**src/rtl/mul_booth_seq_pkg.sv**
```systemverilog
// Shared multiplier/divider definitions.
//   mul_state_e   : controller state encoding (IDLE, RUN, DONE), 2-bit binary.
//   booth_digit_e : radix-4 Booth digit codes. Bit 2 is the sign, and bits 1:0
//                   hold the magnitude (0, 1 or 2). The divider controller reuses them.
//   booth_digit() : maps a 3-bit overlapping multiplier group to its digit.
package mul_pkg;

   typedef enum logic [1:0] {
      IDLE = 2'd0,
      RUN  = 2'd1,
      DONE = 2'd2
   } mul_state_e;

   typedef enum logic [2:0] {
      ZERO = 3'b000,
      POS1 = 3'b001,
      POS2 = 3'b010,
      NEG1 = 3'b101,
      NEG2 = 3'b110
   } booth_digit_e;

   function automatic booth_digit_e booth_digit(input logic [2:0] group);
      booth_digit_e d;
      case (group)
         3'b001, 3'b010: d = POS1;
         3'b011:         d = POS2;
         3'b100:         d = NEG2;
         3'b101, 3'b110: d = NEG1;
         default:        d = ZERO;   // 000 and 111
      endcase
      return d;
   endfunction

endpackage

```
**src/rtl/mul_booth_seq_if.sv**
```systemverilog
// Request/result bundle between the control unit and the sequential multiplier.
//   start  : request a multiply; only looked at while the multiplier is idle.
//   M, Q   : multiplicand / multiplier, two's complement, latched on accept.
//   busy   : operation in progress.
//   done   : one-cycle completion pulse; hi/lo are valid from this cycle on.
//   hi, lo : upper / lower halves of the 2*WIDTH product, held between completions.
// Handshake: a request is accepted on the rising edge where start=1 and busy=0
// and the multiplier is idle. No back-pressure exists; the requester watches busy
// and captures hi/lo on done. Requests presented outside IDLE are dropped.
interface mul_booth_seq_if #(
   parameter int WIDTH = 32
);
   logic             start;
   logic [WIDTH-1:0] M;
   logic [WIDTH-1:0] Q;
   logic             busy;
   logic             done;
   logic [WIDTH-1:0] hi;
   logic [WIDTH-1:0] lo;

   // Control unit side.
   modport master (
      output start, M, Q,
      input  busy, done, hi, lo
   );

   // Multiplier side.
   modport slave (
      input  start, M, Q,
      output busy, done, hi, lo
   );
endinterface

```
**src/rtl/mul_booth_seq_recode.sv**
```systemverilog
// booth_recode_r4: combinational radix-4 Booth partial-product generator.
//   group_i : {Qr[2k+1], Qr[2k], Qr[2k-1]} overlapping multiplier bits.
//   mr_i    : latched multiplicand, two's complement.
//   pp_o    : digit * mr_i, two's complement at WIDTH+2 bits. Two extra bits
//             cover both +/-2*mr_i and the negation of the most negative operand.
module booth_recode_r4
   import mul_pkg::*;
#(
   parameter int WIDTH = 32
) (
   input  logic [2:0]       group_i,
   input  logic [WIDTH-1:0] mr_i,
   output logic [WIDTH+1:0] pp_o
);

   logic [WIDTH+1:0] m1;
   logic [WIDTH+1:0] m2;
   logic [WIDTH+1:0] mag;
   logic             neg;

   assign m1 = {{2{mr_i[WIDTH-1]}}, mr_i};
   assign m2 = {m1[WIDTH:0], 1'b0};

   always_comb begin
      mag = '0;
      neg = 1'b0;
      case (booth_digit(group_i))
         POS1:    mag = m1;
         POS2:    mag = m2;
         NEG1:    begin mag = m1; neg = 1'b1; end
         NEG2:    begin mag = m2; neg = 1'b1; end
         default: mag = '0;
      endcase
      // Negate unit: two's complement at the full WIDTH+2 width.
      pp_o = neg ? (~mag + (WIDTH+2)'(1)) : mag;
   end

endmodule

```
**src/rtl/mul_booth_seq.sv**
```systemverilog
// mul_booth_seq: multi-cycle signed WIDTH x WIDTH -> 2*WIDTH multiplier.
// The block runs one radix-4 Booth step per clock over a shared recoder and adder.
//   clock       : rising-edge clock.
//   clear_n     : synchronous active-low reset. It discards any operation in flight.
//   bus         : mul_booth_seq_if.slave (start/M/Q in, busy/done/hi/lo out).
//   dbg_state_o : current FSM state, for observation only.
// Timing: accept at edge E0, and edges E1..E(W/2) process bit pairs 0..W/2-1.
// At E(W/2), hi/lo load, done rises and busy falls. One edge later the FSM is back in IDLE.
module mul_booth_seq
   import mul_pkg::*;
#(
   parameter int WIDTH = 32
) (
   input  logic       clock,
   input  logic       clear_n,
   mul_booth_seq_if.slave bus,
   output mul_state_e dbg_state_o
);

   localparam int PW = 2 * WIDTH;
   localparam int CW = $clog2(WIDTH / 2);
   localparam logic [CW-1:0] LAST = CW'(WIDTH / 2 - 1);

   mul_state_e       state_q;
   logic [CW-1:0]    cnt_q;
   logic [WIDTH-1:0] mr_q;
   logic [WIDTH-1:0] qr_q;
   logic [PW-1:0]    acc_q;
   logic [PW-1:0]    acc_d;
   logic [WIDTH-1:0] hi_q;
   logic [WIDTH-1:0] lo_q;
   logic             busy_q;
   logic             done_q;

   logic [WIDTH:0]   q_ext;
   logic [2:0]       group;
   logic [WIDTH+1:0] pp;
   logic [PW-1:0]    pp_shift;

   // Qr[-1] = 0 is provided by the appended zero. Group k therefore starts at bit 2k of q_ext.
   assign q_ext = {qr_q, 1'b0};
   assign group = q_ext[{cnt_q, 1'b0} +: 3];

   booth_recode_r4 #(.WIDTH(WIDTH)) u_recode (
      .group_i (group),
      .mr_i    (mr_q),
      .pp_o    (pp)
   );

   // Sign-extend the partial product to the product width and align it to bit 2*cnt.
   // The sum wraps modulo 2^PW, which is exact because the true product fits.
   assign pp_shift = {{(PW - WIDTH - 2){pp[WIDTH+1]}}, pp} << {cnt_q, 1'b0};
   assign acc_d    = acc_q + pp_shift;

   always_ff @(posedge clock) begin
      if (!clear_n) begin
         state_q <= IDLE;
         cnt_q   <= '0;
         mr_q    <= '0;
         qr_q    <= '0;
         acc_q   <= '0;
         hi_q    <= '0;
         lo_q    <= '0;
         busy_q  <= 1'b0;
         done_q  <= 1'b0;
      end else begin
         case (state_q)
            IDLE: begin
               done_q <= 1'b0;
               if (bus.start) begin
                  mr_q    <= bus.M;
                  qr_q    <= bus.Q;
                  acc_q   <= '0;
                  cnt_q   <= '0;
                  busy_q  <= 1'b1;
                  state_q <= RUN;
               end
            end
            RUN: begin
               acc_q <= acc_d;
               cnt_q <= cnt_q + CW'(1);
               if (cnt_q == LAST) begin
                  hi_q    <= acc_d[PW-1:WIDTH];
                  lo_q    <= acc_d[WIDTH-1:0];
                  busy_q  <= 1'b0;
                  done_q  <= 1'b1;
                  state_q <= DONE;
               end
            end
            DONE: begin
               // A start seen here is dropped. The requester must present it again in IDLE.
               done_q  <= 1'b0;
               state_q <= IDLE;
            end
            default: begin
               busy_q  <= 1'b0;
               done_q  <= 1'b0;
               state_q <= IDLE;
            end
         endcase
      end
   end

   assign bus.busy    = busy_q;
   assign bus.done    = done_q;
   assign bus.hi      = hi_q;
   assign bus.lo      = lo_q;
   assign dbg_state_o = state_q;

endmodule

```
**src/flat_wrapper.sv**
```systemverilog
// flat-port wrapper written by rule: the top's interface ports become plain ports
module mul_booth_seq_flat import mul_pkg::*;
#(
   parameter int WIDTH = 32
)
  (clock, clear_n, dbg_state_o, bus_start, bus_M, bus_Q, bus_busy, bus_done, bus_hi, bus_lo);
  mul_booth_seq_if #(.WIDTH(WIDTH)) bus_i ();
  input  logic clock;
  input  logic clear_n;
  output mul_state_e dbg_state_o;
  input wire logic [$bits(bus_i.start)-1:0] bus_start;
  input wire logic [$bits(bus_i.M)-1:0] bus_M;
  input wire logic [$bits(bus_i.Q)-1:0] bus_Q;
  output wire logic [$bits(bus_i.busy)-1:0] bus_busy;
  output wire logic [$bits(bus_i.done)-1:0] bus_done;
  output wire logic [$bits(bus_i.hi)-1:0] bus_hi;
  output wire logic [$bits(bus_i.lo)-1:0] bus_lo;
  assign bus_i.start = bus_start;
  assign bus_i.M = bus_M;
  assign bus_i.Q = bus_Q;
  assign bus_busy = bus_i.busy;
  assign bus_done = bus_i.done;
  assign bus_hi = bus_i.hi;
  assign bus_lo = bus_i.lo;
  mul_booth_seq #(.WIDTH(WIDTH)) u_core (.clock(clock), .clear_n(clear_n), .bus(bus_i), .dbg_state_o(dbg_state_o));
endmodule
```
**config.mk**
```make
export PLATFORM = sky130hd
export DESIGN_NAME = mul_booth_seq_flat
export DESIGN_NICKNAME = d
export VERILOG_FILES = /design/src/rtl/mul_booth_seq_pkg.sv /design/src/rtl/mul_booth_seq_if.sv /design/src/rtl/mul_booth_seq_recode.sv /design/src/rtl/mul_booth_seq.sv /design/src/flat_wrapper.sv
export SDC_FILE = /design/constraint.sdc
export NUM_CORES = 1
export LEC_CHECK = 0
export ABC_AREA = 1
export BUFFER_PORTS_ARGS = -buffer_cell sky130_fd_sc_hd__buf_4
export CELL_PAD_IN_SITES_DETAIL_PLACEMENT = 2
export CELL_PAD_IN_SITES_GLOBAL_PLACEMENT = 2
export CORE_MARGIN = 4
export CORE_UTILIZATION = 29
export DETAILED_ROUTE_END_ITERATION = 10
export PLACE_DENSITY = 0.75
export SYNTH_ARGS = -nofsm -noshare
export SYNTH_HDL_FRONTEND = slang
export SYNTH_SLANG_ARGS = --single-unit
```
**constraint.sdc**
```tcl
create_clock -name clock -period 4.88 [get_ports clock]
set_input_delay 0.732 -clock clock [delete_from_list [all_inputs] [get_ports clock]]
set_output_delay 0.732 -clock clock [all_outputs]
set_load 0.02 [all_outputs]
```
==> results.md <==
* DRT Pass-1 Iters at 5
* Leakage power at 12.0 nW
* Leading cell type in the layout, fill and taps excluded: buf_4
* Largest net degree at the start of global routing at 92
* RSZ-0062 raised after global routing: yes
* Post-Syn Nets at 2,854
* Slowest cell delay on critical path at ~0.48 ns
* Crit end category: register
* Vert. Die Dim at 242 µm
* Power per cell area at 268 nW/µm²
* Total Routing Usage GR at 0.301
* Placer Congestion at 0.925
* Post-Synthesis Cells at 2,719
* Fmax at 155 MHz
* CTS tree: done
* Clock period minus final worst setup slack at 6.44 ns
* CP most frequent cell: nand2_1
* Synth cell types at 53
* First-pass GRT wire length at between 100 and 150 mm
* CTS Root Cell: clkbuf_16
* Drt via density at 5.61
* Clock slew at reported path FFs at 0.09 ns
* Total power at 6.89 mW
* # fillers at 6,256
* Starting density of the core at 0.294
* Worst-Margin Slew at 1.07 ns
* Pins over their slew limit at 0
* Detail Route Antenna Nets at 0
* Ports at about 140
* Number of global-route vias before repair at 23,300
* Starting DRT DRC Count at 1,582
* Remaining routing DRC violations at 0
* Layout cells sized above 1 at 0.433
* Min-Delay Path Class: input port to register
* Avg Cell Area, Syn at 5.85 µm²
* Yosys warning total at 0
* Slew headroom at 0.289
* Htree depth at 4
* Setup TNS at -150.49 ns
* Routed length per instance at 27.5 µm
* Post-DP HPWL at 65.8 mm
* Slowest stage cell, crit path: dfxtp_4
* Total CTS buffers at 17
* Layout Area Growth over Synthesis at 61.6%
* Site Rows at 85
* Main flop type after synthesis: dfxtp_1
* Hold Vio Cnt, Final at 0
* Violated checks: negative setup slack
* Layout Skew at between 0.015 and 0.02 ns
* Total vias in the final route at 22,600
* Clk sinks at 200
* Synth Cell Area at 15,900 µm²
* Required @ worst endpoint at 5.30 ns
* Asr flop ratio synth at 0
* Highest-count cells in the layout ignoring fill and taps: buf_4, nand2_1, inv_1
* Final WS setup at -1.56 ns
* Worst skew pair latency at roughly 0.54 ns
* ANT cells at 0
* Die Footprint at 58,600 µm²
* Initial antenna violation count at 1
* Die width at 242 µm
* Yosys reg bits at 200
* Startpoint Class: register
* NumNets Final at ~3,500
* Total grt overflow at 0
* Core area at 54,000 µm²
* Max-cap violations at 0
* VDD IR-drop max at 0.321 mV
* Worst Path Arrival at 6.86 ns
* Final WL at 111 mm
* PortBufs at about 130
* Critical path type: register to register
* Outcome: finished, violations left
* Worst-path fanout max at 22
* Post-synthesis sequential area ratio at 0.252
* Post-synth EDFFs at 0
* # setup viols final at 123
* Hold_buf cts at 0
* Clock Tree Buf Depth at 2
* Fin crit share at 1.32
-- area by class of cell --
class / instances / area (µm²) / area share
Multi-Input combinational cell: 2146 / 13800 / 0.536
Inverter: 256 / 976 / 0.0380
Clock inverter: 15 / 186 / 0.00725
Sequential cell: 200 / 4010 / 0.156
Timing Repair Buffer: 696 / 5450 / 0.212
Clock buffer: 17 / 425 / 0.0166
Tap cell: 696 / 871 / 0.0339
-- timing repair --
item	CTS	global route
cloned	2	2
setup endpoints to repair	120	122
gates resized for setup	387	493
pin swaps	74	164
setup buffers	25	35
-- logic make-up (layout without fill, tap and decap cells) --
family	count (synthesis)	in the layout	synth area share
simple gates	1539	1539	0.405
compound gates	500	500	0.171
buf+inv	373	984	0.0970
flops	200	200	0.252
fa+ha+maj	68	68	0.0540
xor+xnor	39	39	0.0215
-- state kept, by name (all words and copies together) (netlist names) --
register            flops
u_core.bus.done         1
u_core.bus.busy         1
u_core.bus.hi          32
u_core.qr_q            32
u_core.acc_q           64
u_core.dbg_state_o      2
u_core.bus.lo          32
u_core.mr_q            32
u_core.cnt_q            4
-- power breakdown --
part	leakage [nW]	total, mW	internal [mW]	switching [mW]
clock	0.290	1.67	0.777	0.894
sequential	1.63	1.78	1.71	0.0772
combinational	10.1	3.44	1.30	2.14
total	12.0	6.89	3.78	3.11
-- synth_stat cells (10+ instances only) --
cell type | instances | area, µm²
nor2_2 | 11 | 68.8
nor2_1 | 296 | 1110
buf_1 | 23 | 86.3
nand2_2 | 16 | 100
o211ai_1 | 11 | 82.6
buf_2 | 28 | 140
nand4_1 | 10 | 62.6
o21ai_0 | 155 | 776
o21a_1 | 10 | 75.1
buf_6 | 11 | 124
nand3_1 | 297 | 1490
o21ai_1 | 34 | 170
a21oi_1 | 230 | 1150
nand3b_1 | 11 | 82.6
ha_1 | 67 | 838
nand2_1 | 860 | 3230
xor2_1 | 26 | 228
xnor2_1 | 13 | 114
dfxtp_1 | 200 | 4000
a21o_1 | 19 | 143
clkbuf_1 | 49 | 184
inv_1 | 246 | 923
-- layer usage --
metal,up-vias,track usage,share of wire
met5,-,0,0.000099
met4,2,0.0895,0.052
met3,329,0.0328,0.042
met2,831,0.545,0.50
met1,11400,0.375,0.41
li1,10000,-,-
-- through the flow --
step                      cells  setup WS [ns]  hold slack [ns]  area [µm²]   util
after floorplan            2719        -0.0605            0.429       15900      -
after global placement     3930          -1.48            0.454       21100  0.390
after detailed placement   3930          -1.71            0.462       21100  0.390
after CTS                  3989          -1.01            0.447       23400  0.433
after global routing       4026          -1.79            0.454       25700  0.476
final                      4026          -1.56            0.450       25700  0.476
-- final timing paths --
kind	from	end	slack [ns]	cells after the start
hold reg to reg	u_core.bus.lo[14]	u_core.bus.lo[14]	0.48	2
hold / removal	bus_Q[1]	u_core.qr_q[1]	0.45	3
setup reg to reg	u_core.cnt_q[0]	u_core.bus.hi[19]	-1.56	41
setup / recovery	u_core.cnt_q[0]	u_core.bus.hi[19]	-1.56	41
-- worst max-delay path: cells and delay by family, from the launching register on --
family                   cells  cell delay (ns)
AO/OA/AOI/OAI                6             1.03
XOR/XNOR                     1             0.12
adder cells (fa/ha/maj)      3             0.87
buffers and inverters       10             1.14
flip-flops                   1             0.48
AND/OR/NAND/NOR             21             2.65
(Power assumes the default switching activity.)
